--- src/rtl/fetch_pkg.sv ---
// rtl/fetch_pkg.sv - shared types and constants for the instruction fetch buffer
// Optional build macro: FETCH_MISALIGN_CHECK_EN adds a per-entry misalign flag.
package fetch_pkg;

  localparam int FETCH_ADDRESS_WIDTH = 32;
  localparam int FETCH_DATA_WIDTH    = 32;

  // RISC-V canonical NOP (addi x0, x0, 0) substituted for misaligned fetches
  localparam logic [31:0] NOP_INSTR = 32'h00000013;

  typedef struct packed {
    logic [FETCH_ADDRESS_WIDTH-1:0] pc;
    logic [FETCH_DATA_WIDTH-1:0]    instr;
`ifdef FETCH_MISALIGN_CHECK_EN
    logic                           misalign;
`endif
  } fetch_entry_t;

  // Width of an occupancy counter able to hold 0..depth inclusive
  function automatic int count_width(input int depth);
    return $clog2(depth + 1);
  endfunction

endpackage

--- src/rtl/fetch_fifo.sv ---
// rtl/fetch_fifo.sv - DEPTH-entry synchronous FIFO of fetch entries with clear
module fetch_fifo
  import fetch_pkg::*;
#(
  parameter int DEPTH = 4
) (
  input  logic                          clk,
  input  logic                          rst,
  input  logic                          clear,
  input  logic                          push,
  input  fetch_entry_t                  push_data,
  input  logic                          pop,
  output fetch_entry_t                  head,
  output logic [count_width(DEPTH)-1:0] count
);

  localparam int CW = count_width(DEPTH);
  localparam int PW = $clog2(DEPTH);

  fetch_entry_t  mem [DEPTH];
  logic [PW-1:0] wr_ptr;
  logic [PW-1:0] rd_ptr;
  logic          full;
  logic          empty;
  logic          do_push;
  logic          do_pop;

  assign full    = (count == CW'(DEPTH));
  assign empty   = (count == '0);
  assign do_pop  = pop & ~empty;
  // A push into a full FIFO is only legal when the head leaves in the same cycle
  assign do_push = push & (~full | do_pop);
  assign head    = mem[rd_ptr];

  // Pointers and occupancy; clear behaves like reset for the bookkeeping state
  always_ff @(posedge clk) begin
    if (rst || clear) begin
      wr_ptr <= '0;
      rd_ptr <= '0;
      count  <= '0;
    end else begin
      if (do_push) wr_ptr <= wr_ptr + 1'b1;
      if (do_pop)  rd_ptr <= rd_ptr + 1'b1;
      count <= count + CW'(do_push) - CW'(do_pop);
    end
  end

  // Entry storage; contents need no reset because occupancy gates visibility
  always_ff @(posedge clk) begin
    if (do_push && !(rst || clear)) begin
      mem[wr_ptr] <= push_data;
    end
  end

endmodule

--- src/rtl/instr_fetch_buffer.sv ---
// rtl/instr_fetch_buffer.sv - PC accept, 1-cycle imem read and fetch FIFO toward decode
// Optional build macro: FETCH_MISALIGN_CHECK_EN (adds instr_misalign_o, NOPs misaligned PCs).
module instr_fetch_buffer
  import fetch_pkg::*;
#(
  parameter int ADDRESS_WIDTH = FETCH_ADDRESS_WIDTH,
  parameter int DATA_WIDTH    = FETCH_DATA_WIDTH,
  parameter int DEPTH         = 4
) (
  input  logic                         clk,
  input  logic                         rst,
  input  logic [ADDRESS_WIDTH-1:0]     pc_i,
  input  logic                         pc_valid_i,
  output logic                         pc_ready_o,
  output logic                         imem_en_o,
  output logic [ADDRESS_WIDTH-1:0]     imem_addr_o,
  input  logic [DATA_WIDTH-1:0]        imem_rdata_i,
  output logic [DATA_WIDTH-1:0]        instr_o,
  output logic [ADDRESS_WIDTH-1:0]     instr_pc_o,
  output logic                         instr_valid_o,
  input  logic                         instr_ready_i,
  input  logic                         flush_i,
`ifdef FETCH_MISALIGN_CHECK_EN
  output logic                         instr_misalign_o,
`endif
  output logic [$clog2(DEPTH+1)-1:0]   count_o
);

  logic                     accept;
  logic                     inflight_v;
  logic [ADDRESS_WIDTH-1:0] inflight_pc;
  logic                     push;
  logic                     pop;
  fetch_entry_t             push_data;
  fetch_entry_t             head;

  // Credit counts the in-flight read so its response always has a slot;
  // only registered state is used, keeping instr_ready_i off this path
  assign pc_ready_o  = !rst && !flush_i &&
                       ((int'(count_o) + int'(inflight_v)) < DEPTH);
  assign accept      = pc_valid_i & pc_ready_o;
  assign imem_en_o   = accept;
  assign imem_addr_o = pc_i;

  // Response of the previous cycle's read is captured unless a redirect kills it
  assign push = inflight_v & ~flush_i;
  assign pop  = instr_valid_o & instr_ready_i;

  // Build the entry from the in-flight PC and the memory's returning data
  always_comb begin
    push_data       = '0;
    push_data.pc    = inflight_pc;
    push_data.instr = imem_rdata_i;
`ifdef FETCH_MISALIGN_CHECK_EN
    push_data.misalign = |inflight_pc[1:0];
`endif
  end

  // Track the single outstanding read; reset and flush both cancel it
  always_ff @(posedge clk) begin
    if (rst || flush_i) begin
      inflight_v  <= 1'b0;
      inflight_pc <= '0;
    end else begin
      inflight_v <= accept;
      if (accept) inflight_pc <= pc_i;
    end
  end

  fetch_fifo #(
    .DEPTH (DEPTH)
  ) u_fifo (
    .clk       (clk),
    .rst       (rst),
    .clear     (flush_i),
    .push      (push),
    .push_data (push_data),
    .pop       (pop),
    .head      (head),
    .count     (count_o)
  );

  assign instr_valid_o = (count_o != '0);
  assign instr_pc_o    = instr_valid_o ? head.pc : '0;

  // Head instruction is zeroed when empty; misaligned entries become NOPs
  always_comb begin
    instr_o = '0;
    if (instr_valid_o) begin
      instr_o = head.instr;
`ifdef FETCH_MISALIGN_CHECK_EN
      if (head.misalign) instr_o = NOP_INSTR;
`endif
    end
  end

`ifdef FETCH_MISALIGN_CHECK_EN
  assign instr_misalign_o = instr_valid_o & head.misalign;
`endif

endmodule

--- config.mk ---
export PLATFORM = sky130hd
export DESIGN_NAME = instr_fetch_buffer
export DESIGN_NICKNAME = d
export VERILOG_FILES = /design/src/rtl/fetch_pkg.sv /design/src/rtl/fetch_fifo.sv /design/src/rtl/instr_fetch_buffer.sv
export SDC_FILE = /design/constraint.sdc
export NUM_CORES = 1
export LEC_CHECK = 0
export CORE_ASPECT_RATIO = 0.75
export CORE_UTILIZATION = 28
export DETAILED_ROUTE_END_ITERATION = 10
export PLACE_DENSITY = 0.46
export SLEW_MARGIN = 20
export SYNTH_ARGS = -nofsm -noshare
export SYNTH_HDL_FRONTEND = slang
export SYNTH_SLANG_ARGS = --single-unit
--- constraint.sdc ---
create_clock -name clk -period 4.4 [get_ports clk]
set_input_delay 0.88 -clock clk [delete_from_list [all_inputs] [get_ports clk]]
set_output_delay 0.88 -clock clk [all_outputs]
set_load 0.02 [all_outputs]
==> impl_metrics.py, run 1 <==
metrics = {
    "outcome": {
        "status": "finished clean",
    },
    "final_layout": {
        "diodes": 0,
        "drive_above_1_share_pct": 16.1,
        "fillers": 3850,
        "area_growth_syn_to_layout_pct": 26.7,
        "final_nets": 867,
    },
    "min_path": {
        "hold_path_depth": 2,
        "hold_path_class": "flip-flop to flip-flop",
        "hold_end": "inflight_pc[21]$_SDFFE_PP0P_",
        "min-delay-start": "inflight_pc[21]$_SDFFE_PP0P_",
    },
    "yosys": {
        "synth_top_area_share_pct": 65.5,
        "syn-num-nets": 716,
        "ys_seq_area_share_pct": 72.6,
        "yosysTopAreaCell": "edfxtp_1",
        "netlist_instances": 639,
        "synth_cell_types": 32,
        "synth_area_leaders": "edfxtp_1 65%, mux4_2 12%, dfxtp_1 7.2%",
        "syn-cell-area_um2": 11700,
        "yosysWarnings": 0,
        "syn_area_per_cell_um2": 18.4,
        "ys_ff_latch": 298,
    },
    "cts": {
        "cts_sinks": 298,
        "postCtsResizedCells": 0,
        "cts_max_path_buffers": 3,
        "htreeDepth": 1,
        "clk-insertion-delay-late_ps": 570,
        "clk_pin_slew_ps": 60,
        "postCtsHoldBufs": 0,
        "postCtsSetupBuffers": 0,
        "cts_tree": "built",
        "cts-buffers-inserted": 31,
        "root_buffer": "clkbuf_16",
    },
    "route": {
        "ant_nets": 0,
        "via_per_inst": 4.25,
        "wl_per_cell_um": 18.3,
        "vias": 5837,
        "drt_pre_antenna_iters": 4,
        "wl_um": 25100,
        "drc": 0,
        "drtIter0Drc": 253,
    },
    "timing": {
        "hold_viol_final": 0,
        "drv_slew": 0,
        "setup_violations": 0,
        "rsz0062_at_grt": "no",
        "period_needed_ps": 3860,
        "finClkSkew_ps": 19.2,
        "hold_slack_ps": 498,
        "worst_pin_slew_ps": 878,
        "fmax_ghz": 0.259,
        "maxSlewHeadroom_pct": 41.4,
        "tns_ps": 0,
        "finalCritPeriodShare_pct": 87.7,
    },
    "grt": {
        "grt_max_degree": 49,
        "grt_pass1_vias": 6254,
        "overflow": 0,
        "grt_pass1_wl_um": 38400,
        "track_usage_pct": 11.9,
        "antenna_found_initial": 0,
    },
    "floorplanning": {
        "die_w_um": 238,
        "core_area_um2": 41100,
        "num_rows": 64,
        "dieArea_um2": 42800,
        "die_h_um": 179,
        "start_util_pct": 28.6,
        "num_io_pins": 171,
    },
    "setup_path": {
        "reg2regPathDepth": 4,
        "cp.arrival_ps": 2980,
        "cp_max_fo": 47,
        "worstPathRequired_ps": 3520,
        "critPathSlowestCell": "or3_2",
        "crit_path_end_kind": "output port",
        "crit_type": "flip-flop to output port",
        "r2r_end": "u_fifo.mem[2][3]$_DFFE_PP_",
        "critical_path.startpoint_type": "flip-flop",
        "r2r-start": "u_fifo.count[1]$_SDFF_PP0_",
        "worstPathCellList": "or3_2 -> buf_4 -> and2_1 -> clkdlybuf4s50_1",
        "max_stage_delay_ps": 750,
        "r2r_setup_slack_ps": 1870,
    },
    "run": {
        "drv_cap": 0,
    },
    "place": {
        "gp_congestion": 0.671,
        "portBuffers": 170,
        "dpl.hpwl_um": 15300,
    },
    "power_and_ir_drop": {
        "p_leak_nw": 4.75,
        "ir_drop_uv": 278,
        "powerDensity_nw_per_um2": 405,
    },
}
## stage by stage
step	instances	total power, mW	instance area, µm²	setup WS, ps	util [%]
finish	1374	6.03	14900	541	36.2
global route	1374	6.25	14900	255	36.2
CTS	1374	6.13	14900	388	36.2
detailed placement	1318	3.51	13900	985	33.8
global placement	1318	3.51	13900	1040	33.8
floorplan	639	3.33	11700	913	-
## critical path: cells and delay by family, from the launching register on
family        cells  cell delay (ps)
buf+inv           2              950
simple gates      2              910
flops             1              550
## cells by family (layout without fill, tap and decap cells)
family | after synthesis | after routing | synth area share (%)
flops | 298 | 298 | 72.6
simple gates | 152 | 152 | 6.61
mux | 96 | 96 | 15.0
buf+inv | 73 | 247 | 3.92
compound gates | 9 | 9 | 0.703
fa+ha+maj | 8 | 8 | 0.916
xor+xnor | 3 | 3 | 0.224
## Yosys cell counts
master and number:
edfxtp_1 256, and2_1 66, mux4_2 64, nand2_1 64, dfxtp_1 42, buf_4 38, mux2i_1 32, clkbuf_1 16
inv_1 8, buf_2 7, ha_1 7, nor2_1 7, and3_1 6, buf_8 3, nand3_1 3, a21oi_1 2
o21ai_0 2, xor2_1 2, clkbuf_2 1, fa_1 1, nand3b_1 1, nor3_1 1, nor4b_1 1, o211a_1 1
o311ai_0 1, o31ai_1 1, o32ai_1 1, o32ai_4 1, or2_2 1, or3_1 1, or4b_2 1, xnor2_1 1
## power by group
group          switching [mW]  internal (mW)
logic                   0.172          0.177
clock network            1.05           1.53
registers              0.0189           3.08
total                    1.24           4.79
## cells in the final DEF (no fill, tap or decap), types with 2 or more instances in the layout
cell type,n
a21oi_1,2
nand3_1,3
clkbuf_16,31
clkbuf_1,8
clkbuf_8,4
bufinv_16,3
and3_4,4
and2_1,66
buf_12,2
xor2_1,2
o21ai_0,2
clkdlybuf4s50_1,170
nor2_1,6
mux4_2,64
clkinv_2,2
dfxtp_4,2
nand2_1,64
dfxtp_1,40
inv_1,8
ha_1,7
mux2i_1,32
clkinv_1,5
edfxtp_1,256
and3_1,2
buf_4,11
## area by class of cell
type	instances	area, µm²	area share [%]
Clock inverter	13	144	0.967
Tap cell	561	702	4.72
Sequential cell	298	8540	57.4
Clock buffer	43	861	5.79
Timing Repair Buffer	183	1820	12.3
Inverter	8	30.0	0.202
Multi-Input combinational cell	268	2780	18.7
## flip-flops by register name, summed over array words and instances, names as in the netlist, named ones only
name,count
u_fifo.rd_ptr,2
inflight_pc,32
inflight_v,1
u_fifo.mem,256
u_fifo.count,3
u_fifo.wr_ptr,2
## layer usage
| layer | share of wire (%) | GRT usage, % | up-vias |
|---|---|---|---|
| met4 | 1.7 | 2.56 | 0 |
| met1 | 47 | 16.4 | 2936 |
| met2 | 46 | 19.5 | 145 |
| met3 | 4.9 | 2.57 | 37 |
| li1 | - | - | 2719 |
| met5 | 0 | 0 | - |
## worst max path at each step
stage	start	to	slack [ps]	cells past startpoint
3_3_place_gp	instr_ready_i	u_fifo.mem[3][25]$_DFFE_PP_	1040	5
6_report	u_fifo.count[1]$_SDFF_PP0_	instr_pc_o[13]	540	4
2_1_floorplan	flush_i	u_fifo.mem[0][0]$_DFFE_PP_	910	3
3_5_place_dp	instr_ready_i	u_fifo.mem[0][5]$_DFFE_PP_	990	5
4_1_cts	u_fifo.count[1]$_SDFF_PP0_	instr_pc_o[13]	390	4
5_1_grt	u_fifo.count[1]$_SDFF_PP0_	instr_pc_o[31]	260	4
(Power assumes the default switching activity.)
==> run 2, diff against run 1 <==
Clock period 4.4 ns to 3.6 ns, I/O delays scaled along.
==> run 2 against run 1 <==
Die area stayed put. Critical endpoint is now imem_en_o. Utilization up 0.45 points. Sequential power up 22%. Largest power group unchanged. Sequential share of layout area is 0.69 points lower. Critical path depth up 1. Setup slack got worse by 310 ps. Global-route usage is 0.11 points higher.
==> impl_metrics.py, run 2 (synthesized netlist as in run 1, its figures left out) <==
metrics = {
    "final_layout": {
        "multi_input_area_um2": 2790,
        "reg_top3": "u_fifo.mem x256, inflight_pc x32, u_fifo.count x3",
        "final_nets": 881,
        "regArea_um2": 8540,
        "final_cell_mix": "256 x edfxtp_1, 170 x clkdlybuf4s50_1, 66 x and2_1, 64 x mux4_2, 64 x nand2_1",
        "drive_above_1_share_pct": 18.0,
        "final_common_cell": "edfxtp_1",
        "diodes": 0,
        "area_growth_syn_to_layout_pct": 28.3,
        "largest_reg_flops": 256,
        "fillers": 3819,
        "regMostFlops": "u_fifo.mem",
        "fin_util_pct": 36.7,
    },
    "place": {
        "dpl.hpwl_um": 15300,
        "portBuffers": 170,
        "gp_congestion": 0.674,
        "dpl_worst_slack_ps": 530,
    },
    "setup_path": {
        "critPathSlowestCell": "clkdlybuf4s50_1",
        "critical_path.startpoint_type": "flip-flop",
        "r2r-start": "u_fifo.count[0]$_SDFF_PP0_",
        "cp_max_fo": 11,
        "path_delay_family": "buffers and inverters",
        "crit_buf_inv": 1,
        "cp-startpoint": "u_fifo.count[1]$_SDFF_PP0_",
        "cp.arrival_ps": 2640,
        "crit_type": "flip-flop to output port",
        "max_stage_delay_ps": 610,
        "crit_path_end_kind": "output port",
        "worstPathCellList": "ha_1 -> nand3b_1 -> o32ai_1 -> and3_1 -> clkdlybuf4s50_1",
        "worstPathRequired_ps": 2880,
    },
    "power_and_ir_drop": {
        "ir_drop_uv": 327,
        "p_total_mw": 7.32,
        "powerDensity_nw_per_um2": 486,
        "p_leak_nw": 4.83,
    },
    "timing": {
        "setup_violations": 0,
        "hold_slack_ps": 501,
        "finalCritPeriodShare_pct": 93.5,
        "hold_viol_final": 0,
        "drv_slew": 0,
        "worst_pin_slew_ps": 675,
        "finClkSkew_ps": 22.9,
        "rsz0062_at_grt": "no",
        "layout_setup_ws_ps": 235,
        "tns_ps": 0,
        "maxSlewHeadroom_pct": 55.0,
        "fmax_ghz": 0.297,
        "period_needed_ps": 3360,
    },
    "run": {
        "drv_cap": 0,
    },
    "route": {
        "vias": 5893,
        "via_per_inst": 4.25,
        "drt_pre_antenna_iters": 4,
        "drc": 0,
        "wl_um": 26200,
        "wl_per_cell_um": 18.8,
        "ant_nets": 0,
        "drtIter0Drc": 280,
    },
    "grt": {
        "grt_pass1_wl_um": 38500,
        "overflow": 0,
        "antenna_found_initial": 0,
        "grt_max_degree": 46,
        "grt_pass1_vias": 6162,
        "track_usage_pct": 12.0,
    },
    "floorplanning": {
        "die_w_um": 238,
        "die_h_um": 179,
        "dieArea_um2": 42800,
        "core_area_um2": 41100,
        "num_io_pins": 171,
        "num_rows": 64,
        "start_util_pct": 28.6,
    },
    "min_path": {
        "min-delay-start": "inflight_pc[16]$_SDFFE_PP0P_",
        "hold_path_class": "flip-flop to flip-flop",
    },
    "cts": {
        "clk-insertion-delay-late_ps": 570,
        "postCtsHoldBufs": 0,
        "clk_pin_slew_ps": 60,
        "cts_max_path_buffers": 3,
        "cts-buffers-inserted": 31,
        "cts_tree": "built",
        "root_buffer": "clkbuf_16",
        "cts_sinks": 298,
        "htreeDepth": 1,
    },
    "outcome": {
        "status": "finished clean",
    },
}
==> run 2: cell count changes in the layout (fill, tap and decap cells not counted), sizes merged <==
cell      delta
buf         +13
clkbuf       -2
clkinv       +2
clkinvlp     +2
bufinv       -1
inv          -1
or3          +1
==> run 2: area by class of cell <==
cell class	instances	area share [%]
clock buffer	41	5.60
clock inverter	15	0.897
inverter	8	0.199
multi-input combinational	269	18.5
sequential	298	56.7
tap	561	4.66
timing repair buffer	196	13.4
==> run 2: metrics by stage <==
| stage | instances | instance area [µm²] |
|---|---|---|
| detailed placement | 1324 | 14000 |
| global placement | 1324 | 14000 |
| global route | 1388 | 15100 |
| finish | 1388 | 15100 |
| floorplan | 639 | 11700 |
| CTS | 1380 | 15000 |
==> run 2: final timing paths <==
path                            cells after the start  slack [ps]                      endpoint
worst max register to register                      5        1180   u_fifo.mem[0][32]$_DFFE_PP_
worst max-delay path                                5         240                     imem_en_o
worst min register to register                      2         500  inflight_pc[16]$_SDFFE_PP0P_
worst min-delay path                                2         500  inflight_pc[16]$_SDFFE_PP0P_
==> run 2: timing repair <==
item	CTS	global route
gates resized for setup	1	2
pin swaps	0	1
endpoints found under the hold margin	0	0
gates cloned	0	1
setup buffers	0	7
setup endpoints to repair	25	22
==> run 2: layer usage <==
layer / wire length, µm / vias to the layer above / global-route usage, %
li1: - / 2752 / -
met4: 487 / 0 / 2.70
met5: 0 / - / 0
met2: 12300 / 141 / 19.7
met1: 12200 / 2965 / 16.6
met3: 1100 / 35 / 2.44
==> run 2: worst register-to-register path, cell delays in order, from the launching register on <==
cell and delay [ps]:
dfxtp_1 620, nor4b_1 110, buf_4 160, nor2_1 240, and3_4 600, buf_4 360
==> run 2: power by group <==
group	switching [mW]	internal (mW)	leakage [nW]	total, mW
Combinational	0.215	0.223	1.73	0.437
Sequential	0.0227	3.76	2.63	3.78
Clock	1.31	1.78	0.471	3.09
==> run 3, diff against run 2 <==
Settings changed: MAX_ROUTING_LAYER set to met4.
==> run 3 against run 2 <==
Cell count unchanged. Critical path type unchanged. Via count increased by 0.15%. Global-route usage grew 0.37 points. Sequential power hardly changed.
==> impl_metrics.py, run 3 (synthesized netlist as in run 1, its figures left out) <==
metrics = {
    "cts": {
        "postCtsHoldBufs": 0,
        "clk_pin_slew_ps": 60,
        "clk-insertion-delay-late_ps": 570,
        "root_buffer": "clkbuf_16",
        "cts-buffers-inserted": 31,
        "cts_tree": "built",
        "htreeDepth": 1,
        "cts_max_path_buffers": 3,
        "cts_sinks": 298,
    },
    "place": {
        "dpl.hpwl_um": 15300,
        "gp_congestion": 0.681,
        "postPlaceCellArea_um2": 14000,
        "portBuffers": 170,
    },
    "setup_path": {
        "cp.arrival_ps": 2660,
        "cp_max_fo": 21,
        "critical_path.startpoint_type": "flip-flop",
        "crit_path_end_kind": "output port",
        "worstPathRequired_ps": 2880,
        "crit_type": "flip-flop to output port",
    },
    "grt": {
        "track_usage_pct": 12.4,
        "grt_pass1_wl_um": 38400,
        "grt_max_degree": 46,
        "antenna_found_initial": 0,
        "grt_pass1_vias": 6167,
        "overflow": 0,
    },
    "floorplanning": {
        "num_io_pins": 171,
        "core_area_um2": 41100,
        "die_w_um": 238,
        "start_util_pct": 28.6,
        "dieArea_um2": 42800,
        "die_h_um": 179,
        "num_rows": 64,
    },
    "power_and_ir_drop": {
        "powerDensity_nw_per_um2": 486,
        "ir_drop_uv": 328,
        "p_leak_nw": 4.83,
    },
    "timing": {
        "finClkSkew_ps": 24.1,
        "maxSlewHeadroom_pct": 54.6,
        "drv_slew": 0,
        "fmax_ghz": 0.296,
        "finalCritPeriodShare_pct": 93.9,
        "worst_pin_slew_ps": 681,
        "hold_viol_final": 0,
        "rsz0062_at_grt": "no",
        "period_needed_ps": 3380,
        "tns_ps": 0,
        "setup_violations": 0,
    },
    "final_layout": {
        "finish.instance_area_um2": 15100,
        "final_common_cell": "edfxtp_1",
        "diodes": 0,
        "regMostFlops": "u_fifo.mem",
        "final_cell_mix": "256 x edfxtp_1, 170 x clkdlybuf4s50_1, 66 x and2_1, 64 x mux4_2, 64 x nand2_1",
        "final_nets": 881,
        "area_growth_syn_to_layout_pct": 28.3,
        "drive_above_1_share_pct": 18.0,
        "largest_reg_flops": 256,
        "reg_top3": "u_fifo.mem x256, inflight_pc x32, u_fifo.count x3",
    },
    "min_path": {
        "hold_path_class": "flip-flop to flip-flop",
    },
    "route": {
        "wl_um": 26100,
        "drt_pre_antenna_iters": 4,
        "ant_nets": 0,
        "vias": 5902,
        "drc": 0,
        "via_per_inst": 4.25,
        "wl_per_cell_um": 18.8,
        "drtIter0Drc": 272,
    },
    "run": {
        "drv_cap": 0,
    },
    "outcome": {
        "status": "finished clean",
    },
}
==> run 3: cell counts in the layout (fill, tap and decap cells not counted) <==
No cell type changed its count.
==> run 3: stage by stage <==
| stage | total power, mW | setup WS, ps | hold WS [ps] | utilization, % | cells |
|---|---|---|---|---|---|
| after floorplan | 4.07 | 273 | 460 | - | 639 |
| after global placement | 4.30 | 554 | 483 | 34.1 | 1324 |
| after detailed placement | 4.30 | 530 | 493 | 34.1 | 1324 |
| after CTS | 7.44 | 27.5 | 504 | 36.5 | 1380 |
| after global routing | 7.59 | 78.2 | 527 | 36.7 | 1388 |
| final | 7.32 | 221 | 501 | 36.7 | 1388 |
==> run 3: final cells by class <==
| cell class | count | area [µm²] |
|---|---|---|
| Multi-Input combinational cell | 269 | 2790 |
| Inverter | 8 | 30.0 |
| Tap cell | 561 | 702 |
| Timing Repair Buffer | 196 | 2020 |
| Clock buffer | 41 | 843 |
| Sequential cell | 298 | 8540 |
| Clock inverter | 15 | 135 |
| Fill cell | 3819 | 26000 |
==> run 3: layer usage <==
| metal | up-vias | global-route usage, % | part of all wire (%) |
|---|---|---|---|
| li1 | 2752 | - | - |
| met1 | 2975 | 16.7 | 47 |
| met2 | 138 | 19.6 | 47 |
| met3 | 37 | 2.42 | 4.2 |
| met4 | 0 | 2.70 | 1.9 |
| met5 | - | - | 0 |
==> run 3: worst paths after layout <==
| kind | from | end | slack (ps) | cells past startpoint |
|---|---|---|---|---|
| max reg2reg | u_fifo.count[0]$_SDFF_PP0_ | u_fifo.mem[0][32]$_DFFE_PP_ | 1180 | 5 |
| min reg2reg | inflight_pc[16]$_SDFFE_PP0P_ | inflight_pc[16]$_SDFFE_PP0P_ | 500 | 2 |
| max | u_fifo.count[0]$_SDFF_PP0_ | instr_pc_o[9] | 220 | 4 |
| min | inflight_pc[16]$_SDFFE_PP0P_ | inflight_pc[16]$_SDFFE_PP0P_ | 500 | 2 |
==> run 3: worst max-delay path, stage by stage (launching register included) <==
cell,delay (ps)
dfxtp_1,630
or3_4,400
buf_4,270
and2_1,170
clkdlybuf4s50_1,610
==> run 3: timing repair <==
| action | in CTS | in global routing |
|---|---|---|
| setup buffers | 0 | 7 |
| resized for setup | 1 | 2 |
| pin swaps | 0 | 1 |
| endpoints found under the setup margin | 25 | 22 |
| gates cloned | 0 | 1 |
==> run 3: where the power goes <==
part	total, mW	internal, mW	switching (mW)
clock network	3.10	1.78	1.31
logic	0.437	0.223	0.214
registers	3.78	3.76	0.0228
total	7.32	5.77	1.55
